`src/rtl/cpu_types_pkg.sv`:
```
// Shared CPU types: hazard-sequencer states and register index type.
package cpu_types_pkg;

  localparam int unsigned REGIDX_W = 5;

  typedef logic [REGIDX_W-1:0] regbits_t;

  typedef enum logic [1:0] {
    HZ_RUN,
    HZ_DWAIT,
    HZ_DRAIN,
    HZ_HALTED
  } hzstate_t;

endpackage

```
`src/rtl/sat_counter.sv`:
```
// Up-counter that sticks at all-ones instead of wrapping.
module sat_counter #(
  parameter int unsigned CNT_W = 32
) (
  input  logic             CLK,
  input  logic             nRST,
  input  logic             inc,
  output logic [CNT_W-1:0] count
);

  always_ff @(posedge CLK or negedge nRST) begin
    if (!nRST) begin
      count <= '0;
    end else if (inc && (count != '1)) begin
      count <= count + 1'b1;
    end
  end

endmodule

```
`src/rtl/pipeline_hazard_ctrl.sv`:
```
// Pipeline sequencer: PC/latch write enables and flushes from cache
// handshakes, load-use, MEM-stage redirects and halt, plus perf counters.
module pipeline_hazard_ctrl
  import cpu_types_pkg::*;
#(
  parameter int unsigned CNT_W = 32,
  parameter int unsigned REG_W = 5
) (
  input  logic             CLK,
  input  logic             nRST,
  input  logic             ihit,
  input  logic             dhit,
  input  logic             exmem_MemRead,
  input  logic             exmem_MemWrite,
  input  logic             exmem_halt,
  input  logic             memwb_halt,
  input  logic             idex_MemRead,
  input  logic [REG_W-1:0] idex_rt,
  input  logic [REG_W-1:0] ifid_rs,
  input  logic [REG_W-1:0] ifid_rt,
  input  logic             mem_pc_redirect,
  output logic             pc_WEN,
  output logic             ifid_WEN,
  output logic             idex_WEN,
  output logic             exmem_WEN,
  output logic             memwb_WEN,
  output logic             ifid_flush,
  output logic             idex_flush,
  output logic             exmem_flush,
  output logic             memwb_flush,
  output logic             halt,
  output logic [CNT_W-1:0] cycle_cnt,
  output logic [CNT_W-1:0] stall_cnt,
  output logic [CNT_W-1:0] flush_cnt
);

  hzstate_t state, state_nxt;
  logic     dmem_busy;
  logic     load_use;
  logic     redirect_taken;

  assign dmem_busy = (exmem_MemRead | exmem_MemWrite) & ~dhit;
  assign load_use  = idex_MemRead & (idex_rt != '0) &
                     ((idex_rt == ifid_rs) | (idex_rt == ifid_rt));

  always_ff @(posedge CLK or negedge nRST) begin
    if (!nRST) begin
      state <= HZ_RUN;
    end else begin
      state <= state_nxt;
    end
  end

  always_comb begin
    state_nxt      = state;
    redirect_taken = 1'b0;
    {pc_WEN, ifid_WEN, idex_WEN, exmem_WEN, memwb_WEN}  = 5'b00000;
    {ifid_flush, idex_flush, exmem_flush, memwb_flush} = 4'b0000;
    case (state)
      HZ_RUN, HZ_DWAIT: begin
        // A redirect during a data wait is held off until the dhit cycle.
        if (dmem_busy) begin
          memwb_flush = 1'b1;
        end else if (mem_pc_redirect) begin
          pc_WEN         = 1'b1;
          ifid_flush     = 1'b1;
          idex_flush     = 1'b1;
          exmem_flush    = 1'b1;
          memwb_WEN      = 1'b1;
          redirect_taken = 1'b1;
        end else if (load_use) begin
          idex_flush = 1'b1;
          exmem_WEN  = 1'b1;
          memwb_WEN  = 1'b1;
        end else if (!ihit) begin
          ifid_flush = 1'b1;
          idex_WEN   = 1'b1;
          exmem_WEN  = 1'b1;
          memwb_WEN  = 1'b1;
        end else begin
          {pc_WEN, ifid_WEN, idex_WEN, exmem_WEN, memwb_WEN} = 5'b11111;
        end

        if (state == HZ_DWAIT) begin
          if (!dmem_busy) state_nxt = HZ_RUN;
        end else if (dmem_busy) begin
          state_nxt = HZ_DWAIT;
        end else if (exmem_halt) begin
          state_nxt = HZ_DRAIN;
        end
      end
      HZ_DRAIN: begin
        ifid_flush  = 1'b1;
        idex_flush  = 1'b1;
        exmem_flush = 1'b1;
        memwb_WEN   = 1'b1;
        if (memwb_halt) state_nxt = HZ_HALTED;
      end
      default: begin
      end
    endcase

    if (!nRST) begin
      redirect_taken = 1'b0;
      {pc_WEN, ifid_WEN, idex_WEN, exmem_WEN, memwb_WEN}  = 5'b00000;
      {ifid_flush, idex_flush, exmem_flush, memwb_flush} = 4'b0000;
    end
  end

  assign halt = (state == HZ_HALTED);

  sat_counter #(.CNT_W(CNT_W)) u_cycle_cnt (
    .CLK   (CLK),
    .nRST  (nRST),
    .inc   (state != HZ_HALTED),
    .count (cycle_cnt)
  );

  sat_counter #(.CNT_W(CNT_W)) u_stall_cnt (
    .CLK   (CLK),
    .nRST  (nRST),
    .inc   ((state != HZ_HALTED) & ~pc_WEN),
    .count (stall_cnt)
  );

  sat_counter #(.CNT_W(CNT_W)) u_flush_cnt (
    .CLK   (CLK),
    .nRST  (nRST),
    .inc   (redirect_taken),
    .count (flush_cnt)
  );

endmodule

```
`config.mk`:
```
export PLATFORM = sky130hd
export DESIGN_NAME = pipeline_hazard_ctrl
export DESIGN_NICKNAME = d
export VERILOG_FILES = /design/src/rtl/cpu_types_pkg.sv /design/src/rtl/sat_counter.sv /design/src/rtl/pipeline_hazard_ctrl.sv
export SDC_FILE = /design/constraint.sdc
export NUM_CORES = 1
export LEC_CHECK = 0
export CORE_UTILIZATION = 53
export DETAILED_ROUTE_END_ITERATION = 10
export GPL_TIMING_DRIVEN = 0
export PLACE_DENSITY = 0.92
export SLEW_MARGIN = 15
export SYNTH_ARGS = -nofsm -noshare
export SYNTH_HDL_FRONTEND = slang
export SYNTH_SLANG_ARGS = --single-unit
```
`constraint.sdc`:
```
create_clock -name CLK -period 3.2 [get_ports CLK]
set_input_delay 0.64 -clock CLK [delete_from_list [all_inputs] [get_ports CLK]]
set_output_delay 0.64 -clock CLK [all_outputs]
set_load 0.1 [all_outputs]
```
==> summary.md, run 1 <==
| Metric | Value |
|---|---|
| Synth warn | 0 |
| Total CTS buffers | 9 |
| Fin nets | 650 |
| Clk_lat worst skew | 0.35 ns |
| Initial Utilization | 0.554 |
| Arr. time, crit path | 2.51 ns |
| Yosys reg bits | 98 |
| FP Rows | 34 |
| Setup Skew | 0.0129 ns |
| Yosys top cell by area | dfrtp_1 |
| Outcome | finished, violations left |
| Overflow left after global routing | 0 |
| Die area | 9640 um^2 |
| Slew @ Worst Pin | 1.01 ns |
| Failing checks | DRC |
| Hold-fix buffers, CTS | 0 |
| Die Y | 98.2 um |
| Top-count cell post-synth | dfrtp_1 |
| Syn nets | 505 |
| Global-route usage over all layers | 0.254 |
| Crit path required time | 2.56 ns |
| Layout area overhead | 36.6% |
| Boundary Pins | 131 |
| Vias | 4123 |
| CP Class | primary input to primary output |
| Max Root-Sink Buffers | 2 |
| VDD IR max | 0.848 mV |
| CTS tree | built |
| Fraction of the mapped netlist area in adder cells | 0.00766 |
| First-pass GRT wire length | 19500 um |
| Pins Over Slew Limit | 0 |
| CP Cell Sequence | clkdlybuf4s50_1 -> or4_4 -> o21ai_4 -> nor2_1 -> a21oi_4 -> buf_8 |
| Period utilization | 0.984 |
| Place WS | -1.06 ns |
| Final instance area | 6700 um^2 |
| Compound-cell area share of the yosys netlist | 0.0344 |
| DR DRC count | 8 |
| CTS sink cnt | 98 |
| Placed Area | 6380 um^2 |
| Setup WS post-layout | 0.0506 ns |
| DR vias/cell | 5.61 |
| Async set-reset flop share out of synthesis | 1.00 |
| Share of the yosys chip area belonging to registers | 0.500 |
| Commonest cells post-synth | dfrtp_1, xnor2_1, nand2_1 |
| Distinct cells, synth | 48 |
| First-pass iteration count of the detailed router | 10 |
| Clock transition at path regs | 0.10 ns |
| Mapped cell area | 4900 um^2 |
| GP Congestion | 0.849 |
| Xor and xnor area share after synthesis | 0.180 |
| Pin count of the biggest net entering global routing | 54 |
| Leak Pwr | 2.94 nW |
| Ys flop type | dfrtp_1 |
| Worst Path Max Fanout | 5 |
| Startpoint Class | primary input |
| Mux share of post-synthesis cell area | 0.00230 |
| Avg Inst Size Synth | 10.3 um^2 |
| Detail-routed net length per standard cell | 16.5 um |
| CP endpoint kind | primary output |
| Slowest cell on crit path | or4_4 |
| Synth Area in Simple Gates | 0.259 |
| Final hold vios | 0 |
| Fraction of layout cells with a size suffix above 1 | 0.104 |
| Port bufs | 129 |
| Final number of setup-violating endpoints | 0 |
| Post-route minimum period | 3.15 ns |
| Final wirelength | 12100 um |
| PwrDens | 592 nW/um^2 |
| Top cells by area, synth | dfrtp_1, xnor2_1, xor2_1 |
| Max Freq | 318 MHz |
| Number of diodes | 0 |
| Largest stage delay on the critical path | 0.58 ns |
| Main combinational cell family by area after synthesis | simple AND/OR/NAND/NOR gates |
| CTS H-tree lvls | 3 |
| Starting DRT DRC Count | 141 |
| Hpwl dp | 8920 um |
| Initial antenna violation count | 0 |
| Max-Slew Margin vs Limit | 0.327 |
| Hold Crit Class | primary input to asynchronous set/reset pin |
| Number of global-route vias before repair | 4041 |
| Share of the synthesized area in the top cell type | 0.500 |
| Syn Inst Count | 477 |
| Number of flops mapped to enable cells by yosys | 0 |
| Max-cap violations | 0 |
| Post-route ant nets | 0 |
| Clock root cell | clkbuf_8 |
| Core Box Area | 8850 um^2 |
| Chip Width | 98.2 um |
[through the flow]
stage | cells | utilization | total power, W | TNS (ns) | hold slack, ns
global placement | 714 | 0.717 | 0.00306 | -419.11 | 0.477
detailed placement | 715 | 0.721 | 0.00309 | -6.42 | 0.477
floorplan | 477 | - | 0.00268 | -0.184 | 0.344
finish | 735 | 0.757 | 0.00397 | 0 | 0.194
CTS | 731 | 0.746 | 0.00397 | -0.341 | 0.219
global route | 735 | 0.757 | 0.00412 | -0.0649 | 0.220
[sequential cells by signal (all words and copies together) (netlist names)]
signal / cells
state: 2
u_flush_cnt.count: 32
u_stall_cnt.count: 32
u_cycle_cnt.count: 32
[critical path, delay by kind of cell]
family | cells | cell delay, ns
compound gates | 2 | 0.46
simple gates | 2 | 0.68
buf+inv | 2 | 0.72
[cell usage in the layout, fill, tap and decap left out, types with 7 or more instances in the layout]
master and instances:
inv_1 10, buf_4 8, nor3_1 21, nand3_1 42
nand4_1 26, dfrtp_1 98, nor2_1 42, nand2_1 49
and3_1 10, clkdlybuf4s50_1 116, xnor2_1 57, and4_1 11
xor2_1 43, clkbuf_8 9, nor4_1 7
[layout make-up]
type                            instances  area (um^2)
Buffer                                  7         41.3
Clock buffer                           10          128
Clock inverter                          6         90.1
Fill cell                             607         2150
Inverter                               10         37.5
Multi-Input combinational cell        362         2440
Sequential cell                        98         2450
Tap cell                              108          135
Timing Repair Buffer                  134         1370
[path summary, 6_finish.rpt]
path	from	end	slack (ns)	cells past startpoint
max in group asynchronous	nRST	u_flush_cnt.count[27]$_DFFE_PN0P_	2.39	2
min in group CLK	u_stall_cnt.count[12]$_DFFE_PN0P_	u_stall_cnt.count[12]$_DFFE_PN0P_	0.49	1
worst min-delay path	nRST	u_stall_cnt.count[28]$_DFFE_PN0P_	0.19	1
worst min register to register	u_stall_cnt.count[12]$_DFFE_PN0P_	u_stall_cnt.count[12]$_DFFE_PN0P_	0.49	1
worst max register to register	u_flush_cnt.count[0]$_DFFE_PN0P_	u_flush_cnt.count[9]$_DFFE_PN0P_	0.86	7
worst max-delay path	idex_rt[2]	pc_WEN	0.05	6
[timing repair]
item / 4_1_cts / 5_1_grt
setup buffers: 0 / 4
pin swaps: 0 / 3
resized for setup: 45 / 16
endpoints found under the setup margin: 9 / 7
[where the power goes]
group          total [W]  switching [W]  internal, W
logic            0.00160        0.00121     0.000392
registers        0.00149       0.000140      0.00135
clock network   0.000879       0.000435     0.000444
total            0.00397        0.00179      0.00218
[cells by family after synthesis]
kind of cell	Yosys count
AND/OR/NAND/NOR	237
XOR/XNOR	101
flip-flops	98
AO/OA/AOI/OAI	20
buffers and inverters	17
adder cells (fa/ha/maj)	3
multiplexers	1
[metal layers]
| layer | vias to the layer above | track usage | wire length [um] |
|---|---|---|---|
| met4 | 0 | 0.0827 | 236 |
| met1 | 2032 | 0.329 | 5050 |
| met3 | 18 | 0.0437 | 595 |
| met2 | 125 | 0.437 | 6230 |
| met5 | - | 0 | 0 |
| li1 | 1948 | - | - |
No activity file was read; power rests on OpenSTA's default activity.
==> run 2, diff against run 1 <==
--- a/config.mk
+++ b/config.mk
@@ -5,10 +5,12 @@
 export SDC_FILE = /design/constraint.sdc
 export NUM_CORES = 1
 export LEC_CHECK = 0
-export CORE_UTILIZATION = 53
+export CAP_MARGIN = 40
+export CORE_UTILIZATION = 44
 export DETAILED_ROUTE_END_ITERATION = 10
 export GPL_TIMING_DRIVEN = 0
-export PLACE_DENSITY = 0.92
+export PLACE_DENSITY = 0.83
+export REMOVE_ABC_BUFFERS = 1
 export SLEW_MARGIN = 15
 export SYNTH_ARGS = -nofsm -noshare
 export SYNTH_HDL_FRONTEND = slang
==> constraint.sdc (replaced) <==
create_clock -name CLK -period 2.6 [get_ports CLK]
set_input_delay 0.52 -clock CLK [delete_from_list [all_inputs] [get_ports CLK]]
set_output_delay 0.52 -clock CLK [all_outputs]
set_load 0.1 [all_outputs]
==> run 2 against run 1 <==
Effect of this change:
- the run now ends clean
- combinational power up 57%
- first-iteration DRC count grew 26%
- sequential share of layout area decreased by 7.6 points
- non-clock buffer count rose by 98
- hold slack got worse by 0.098 ns
- critical path depth rose by 2
- critical endpoint is now ifid_WEN
- largest power group unchanged
==> summary.md, run 2 (synthesis results as in run 1) <==
| Metric | Value |
|---|---|
| Max-cap violations | 0 (unchanged) |
| Hpwl dp | 11600 um (+31%) |
| DR vias/cell | 5.42 (-3.3%) |
| Layout area overhead | 72.6% |
| Outcome | finished, final reports clean |
| Clock transition at path regs | 0.09 ns (about the same) |
| Max-Slew Margin vs Limit | 0.500 (+0.173) |
| Boundary Pins | 131 (unchanged) |
| Starting DRT DRC Count | 178 (+26%) |
| Metal2 WL | 8840 um (+42%) |
| Tot Pwr | 0.00549 W (+38%) |
| Overflow left after global routing | 0 (unchanged) |
| Top routing layer in use | met4 |
| Pins Over Slew Limit | 0 (unchanged) |
| Biggest regs | u_cycle_cnt.count x32, u_flush_cnt.count x32, u_stall_cnt.count x32 |
| Max Freq | 390 MHz |
| Gate power share | 0.458 (+0.054) |
| First-pass iteration count of the detailed router | 4 (-6) |
| Final hold vios | 0 (unchanged) |
| Hold Crit Class | primary input to asynchronous set/reset pin |
| Setup WS post-layout | 0.0348 ns (-0.0157 ns) |
| Most common cell after layout, fill and taps aside | clkdlybuf4s50_1 |
| First-pass GRT wire length | 25400 um (+30%) |
| CTS sink cnt | 98 (unchanged) |
| Total CTS buffers | 9 (unchanged) |
| Number of diodes | 0 (unchanged) |
| Internal power | 0.00311 W (+43%) |
| Crit path required time | 2.08 ns (-0.48 ns) |
| Leak Pwr | 3.74 nW (+27%) |
| Routed length on met1 | 5710 um (+13%) |
| Met3 wire len | 458 um (-23%) |
| Initial Utilization | 0.452 (-0.102) |
| Core Box Area | 10800 um^2 (+23%) |
| Number of global-route vias before repair | 4989 (+23%) |
| Clk_lat worst skew | 0.35 ns (about the same) |
| Startpoint Class | primary input |
| Initial antenna violation count | 0 (unchanged) |
| VDD IR max | 0.919 mV (+8.3%) |
| Pin count of the biggest net entering global routing | 28 (-48%) |
| Seq pwr share | 0.336 (-0.038) |
| CTS H-tree lvls | 3 (unchanged) |
| Worst Path Max Fanout | 3 (-2) |
| Fin nets | 748 (+15%) |
| Place WS | -1.12 ns (-0.0554 ns) |
| CP endpoint kind | primary output |
| Final wirelength | 15700 um (+30%) |
| Placed cells | 848 (+19%) |
| Port bufs | 130 (+0.78%) |
| Final core utilization | 0.781 (+0.0236) |
| CTS tree | built |
| Final number of setup-violating endpoints | 0 (unchanged) |
| Period utilization | 0.987 |
| Detail-routed net length per standard cell | 18.2 um (+10%) |
| Die area | 11600 um^2 (+20%) |
| Setup Skew | 0.0109 ns (-0.00192 ns) |
| Clock root cell | clkbuf_8 |
| Post-route minimum period | 2.57 ns |
| Clock power frac | 0.207 (-0.015) |
| Vias | 4692 (+14%) |
| CP Class | primary input to primary output |
| Slew @ Worst Pin | 0.747 ns (-0.260 ns) |
| DR DRC count | 0 (-8) |
| Fraction of layout cells with a size suffix above 1 | 0.240 (+0.136) |
| Switching part of the total | 0.432 (-0.0176) |
| Die Y | 108 um (+9.6%) |
| Post-route insts no fill | 865 (+18%) |
| Global-route usage over all layers | 0.288 (+0.0332) |
| Chip Width | 108 um (+9.6%) |
| Post-route ant nets | 0 (unchanged) |
| Most frequent cells in the layout | clkdlybuf4s50_1, dfrtp_1, buf_8 |
| Max Root-Sink Buffers | 2 (unchanged) |
| Arr. time, crit path | 2.05 ns (-0.46 ns) |
| FP Rows | 38 (+12%) |
| Sw power | 0.00237 W (+33%) |
| PwrDens | 648 nW/um^2 (+9.4%) |
| Fin Hold WS | 0.0960 ns (-0.0984 ns) |
| GP Congestion | 0.835 (-1.6%) |
run 2: changes by cell type in the layout (fill, tap and decap cells not counted), sizes merged:
cell,change
clkdlybuf4s50,-12
dlymetal6s2s,-3
buf,+103
clkinv,-1
bufbuf,+2
dlygate4sd2,+7
clkbuf,+3
clkdlybuf4s18,-1
run 2: critical path, stage by stage:
cell,delay [ns]
buf_4,0.13
or4_4,0.53
o21ai_4,0.18
nor2b_4,0.07
buf_6,0.12
nor3_4,0.14
and2_4,0.19
buf_12,0.17
run 2: worst paths after layout:
check / startpoint / to / slack, ns / depth (start not counted)
max reg2reg: u_flush_cnt.count[0]$_DFFE_PN0P_ / u_flush_cnt.count[9]$_DFFE_PN0P_ / 0.20 / 7
max: idex_rt[2] / ifid_WEN / 0.03 / 8
min: nRST / u_stall_cnt.count[22]$_DFFE_PN0P_ / 0.1 / 2
min reg2reg: u_stall_cnt.count[10]$_DFFE_PN0P_ / u_stall_cnt.count[10]$_DFFE_PN0P_ / 0.49 / 1
min in group CLK: u_stall_cnt.count[10]$_DFFE_PN0P_ / u_stall_cnt.count[10]$_DFFE_PN0P_ / 0.49 / 1
max in group asynchronous: nRST / u_cycle_cnt.count[25]$_DFFE_PN0P_ / 1.98 / 2
run 2: cell type report:
| type | instances | area [um^2] |
|---|---|---|
| Clock inverter | 5 | 85.1 |
| Sequential cell | 98 | 2450 |
| Inverter | 10 | 40.0 |
| Multi-Input combinational cell | 362 | 2470 |
| Fill cell | 618 | 2380 |
| Tap cell | 140 | 175 |
| Clock buffer | 11 | 141 |
| Timing Repair Buffer | 239 | 3100 |
run 2: what timing repair did:
| action | in CTS | in global routing |
|---|---|---|
| pin swaps | 19 | 14 |
| buffers inserted | 5 | 0 |
| cloned | 2 | 0 |
| setup endpoints to repair | 13 | 9 |
| hold buffers | 1 | 0 |
| gates resized for setup | 64 | 18 |
| endpoints found under the hold margin | 23 | 0 |
run 2: power groups by stage:
stage / Sequential [W] / Combinational, W / Clock [W]
CTS: 0.00184 / 0.00250 / 0.00113
global placement: 0.00185 / 0.00188 / 0
global route: 0.00186 / 0.00260 / 0.00122
detailed placement: 0.00186 / 0.00248 / 0
finish: 0.00184 / 0.00251 / 0.00113
floorplan: 0.00273 / 0.000532 / 0
run 2: metal layers:
layer,vias up,GRT usage
met5,-,0
met4,0,0.150
met3,52,0.0424
met2,166,0.543
met1,2334,0.306
li1,2140,-
run 2: per-stage QoR:
stage                     instance area (um^2)  setup TNS (ns)
final                                     8460               0
after global routing                      8460         -0.0136
after CTS                                 8450       -0.000268
after detailed placement                  8080          -17.39
after global placement                    6340         -509.87
after floorplan                           4860           -7.54
==> run 3, diff against run 2 <==
--- a/config.mk
+++ b/config.mk
@@ -6,10 +6,10 @@
 export NUM_CORES = 1
 export LEC_CHECK = 0
 export CAP_MARGIN = 40
-export CORE_UTILIZATION = 44
+export CORE_UTILIZATION = 49
 export DETAILED_ROUTE_END_ITERATION = 10
 export GPL_TIMING_DRIVEN = 0
-export PLACE_DENSITY = 0.83
+export PLACE_DENSITY = 0.87
 export REMOVE_ABC_BUFFERS = 1
 export SLEW_MARGIN = 15
 export SYNTH_ARGS = -nofsm -noshare
==> constraint.sdc (replaced) <==
create_clock -name CLK -period 2.8 [get_ports CLK]
set_input_delay 0.56 -clock CLK [delete_from_list [all_inputs] [get_ports CLK]]
set_output_delay 0.56 -clock CLK [all_outputs]
set_load 0.1 [all_outputs]
==> run 3 against run 2 <==
Effect of this change:
- first-iteration DRC count up 3.4%
- via count up 2.5%
- wire length up 4.0%
- cell count down 0.46%
- critical endpoint unchanged
- critical path type unchanged
- critical path depth unchanged
- clock power down 12%
- sequential power down 7%
- die area down 10%
- combinational power down 7%
- flip-flop and latch count unchanged
- largest cell class unchanged
- register-to-register slack better by 0.07 ns
- utilization up 9.0 points
==> summary.md, run 3 (synthesis results as in run 1) <==
| Metric | Value |
|---|---|
| Final hold vios | 0 (unchanged) |
| Final number of setup-violating endpoints | 0 (unchanged) |
| Number of diodes | 0 (unchanged) |
| Detail-routed net length per standard cell | 19.0 um (+4.5%) |
| Crit path required time | 2.24 ns (+0.16 ns) |
| Initial Utilization | 0.504 (+0.0517) |
| Hold-fix buffers, CTS | 0 (-1) |
| Arr. time, crit path | 2.23 ns (+0.18 ns) |
| DR vias/cell | 5.58 (+2.9%) |
| CTS H-tree lvls | 3 (unchanged) |
| Total CTS buffers | 9 (unchanged) |
| GP Congestion | 0.856 (+2.5%) |
| Final wirelength | 16300 um (+4.0%) |
| Cell family with most CP delay | simple AND/OR/NAND/NOR gates |
| DR DRC count | 0 (unchanged) |
| Max-Slew Margin vs Limit | 0.565 (+0.0644) |
| RSZ-0062 raised after global routing | yes |
| Buffers and inverters on the worst path | 3 (unchanged) |
| Vias | 4808 (+2.5%) |
| Number of global-route vias before repair | 4918 (-1.4%) |
| Hold Crit Class | primary input to asynchronous set/reset pin |
| Global-route usage over all layers | 0.325 (+0.0369) |
| First-pass GRT wire length | 25500 um (+0.33%) |
| Largest stage delay on the critical path | 0.47 ns (-0.06 ns) |
| Clock transition at path regs | 0.10 ns (about the same) |
| Layout area overhead | 72.7% (about the same) |
| VDD IR max | 0.986 mV (+7.3%) |
| Outcome | finished, final reports clean |
| Starting DRT DRC Count | 184 (+3.4%) |
| First-pass iteration count of the detailed router | 5 (+1) |
| PwrDens | 598 nW/um^2 (-7.7%) |
| Port bufs | 130 (unchanged) |
| Slew @ Worst Pin | 0.647 ns (-0.0997 ns) |
| Slowest cell on crit path | or4_4 |
| Core Box Area | 9730 um^2 (-10%) |
| Worst Path Max Fanout | 3 (unchanged) |
| Max Freq | 359 MHz |
| Max Root-Sink Buffers | 2 (unchanged) |
| CTS sink cnt | 98 (unchanged) |
| Pins Over Slew Limit | 0 (unchanged) |
| R2R Setup Slk | 0.27 ns (+0.07 ns) |
| Max-cap violations | 0 (unchanged) |
| Clock root cell | clkbuf_8 |
| Fin nets | 752 (+0.53%) |
| Leak Pwr | 3.75 nW (+0.23%) |
| FP Rows | 36 (-5.3%) |
| Chip Width | 102 um (-5.1%) |
| Worst r2r path cells | 7 (unchanged) |
| Post-route insts no fill | 861 (-0.46%) |
| Most frequent cells in the layout | clkdlybuf4s50_1, dfrtp_1, buf_8 |
| Biggest regs | u_cycle_cnt.count x32, u_flush_cnt.count x32, u_stall_cnt.count x32 |
| Period utilization | 0.995 |
| Clk_lat worst skew | 0.36 ns (about the same) |
| CP Class | primary input to primary output |
| Startpoint Class | primary input |
| CP endpoint kind | primary output |
| Die Y | 102 um (-5.1%) |
| Post-route minimum period | 2.79 ns |
| CTS tree | built |
| Die area | 10400 um^2 (-10%) |
| R2R Path End | u_cycle_cnt.count[3]$_DFFE_PN0P_ |
| Initial antenna violation count | 0 (unchanged) |
| Reg2Reg Launch Point | u_cycle_cnt.count[0]$_DFFE_PN0P_ |
| Pin count of the biggest net entering global routing | 45 (+61%) |
| Setup Skew | 0.0162 ns (+0.00530 ns) |
| Overflow left after global routing | 0 (unchanged) |
| Fillers | 453 (-27%) |
| Most common cell after layout, fill and taps aside | clkdlybuf4s50_1 |
| Boundary Pins | 131 (unchanged) |
| Hpwl dp | 11800 um (+1.8%) |
| Fin Hold WS | 0.0225 ns (-0.0735 ns) |
| Fraction of layout cells with a size suffix above 1 | 0.243 (+0.00313) |
| Post-route ant nets | 0 (unchanged) |
| CP Launch Point | idex_rt[2] |
| Placed cells | 841 (-0.83%) |
| CP Cell Sequence | clkdlybuf4s15_2 -> or4_4 -> o21ai_4 -> nor2b_4 -> buf_4 -> nor3_4 -> and2_1 -> buf_12 |
==> run 3: through the flow <==
step                setup TNS, ns   util  setup WS (ns)  cell area [um^2]  total power [W]
floorplan                   -4.52      -          -2.18              4860          0.00303
global route              -0.0877  0.871        -0.0508              8470          0.00523
detailed placement          -7.54  0.830          -1.01              8080          0.00406
finish                          0  0.871         0.0132              8470          0.00507
CTS                       -0.0247  0.870        -0.0247              8460          0.00506
global placement          -490.62  0.651          -4.44              6330          0.00346
==> run 3: per-layer routing <==
metal	track usage	up-vias	wire, um
met4	0.160	0	580
met2	0.593	232	8980
met3	0.0588	51	966
li1	-	2149	-
met5	0	-	0
met1	0.363	2376	5820
==> run 3: area by class of cell <==
cell class	instances	area, um^2	share of cell area
Multi-Input combinational cell	362	2480	0.292
Clock buffer	10	128	0.0151
Tap cell	133	166	0.0196
Sequential cell	98	2450	0.290
Timing Repair Buffer	243	3130	0.369
Clock inverter	5	80.1	0.00945
Inverter	10	37.5	0.00443
==> run 3: worst reg2reg max path, stage by stage (launching register included) <==
cell	delay [ns]
dfrtp_1	0.44
ha_1	0.28
nand2_1	0.10
nor4_1	0.53
and3_1	0.40
a21o_1	0.36
nor2_1	0.12
xor2_1	0.17
==> run 3: repair_timing <==
action	4_1_cts	5_1_grt
endpoints found under the hold margin	0	0
gates resized for setup	67	6
cloned	2	0
pin swaps	19	6
setup endpoints to repair	9	4
buffers inserted	10	1
==> run 3: how the worst max path moves through the flow <==
stage | to | cells after the start
6_report | ifid_WEN | 8
3_5_place_dp | pc_WEN | 7
5_1_grt | ifid_WEN | 8
2_1_floorplan | ifid_WEN | 5
3_3_place_gp | pc_WEN | 5
4_1_cts | ifid_flush | 10
==> run 3: power breakdown <==
group          total (W)  internal [W]  switching, W
sequential       0.00172       0.00154      0.000182
combinational    0.00234      0.000832       0.00151
clock            0.00100      0.000498      0.000506
total            0.00507       0.00287       0.00220
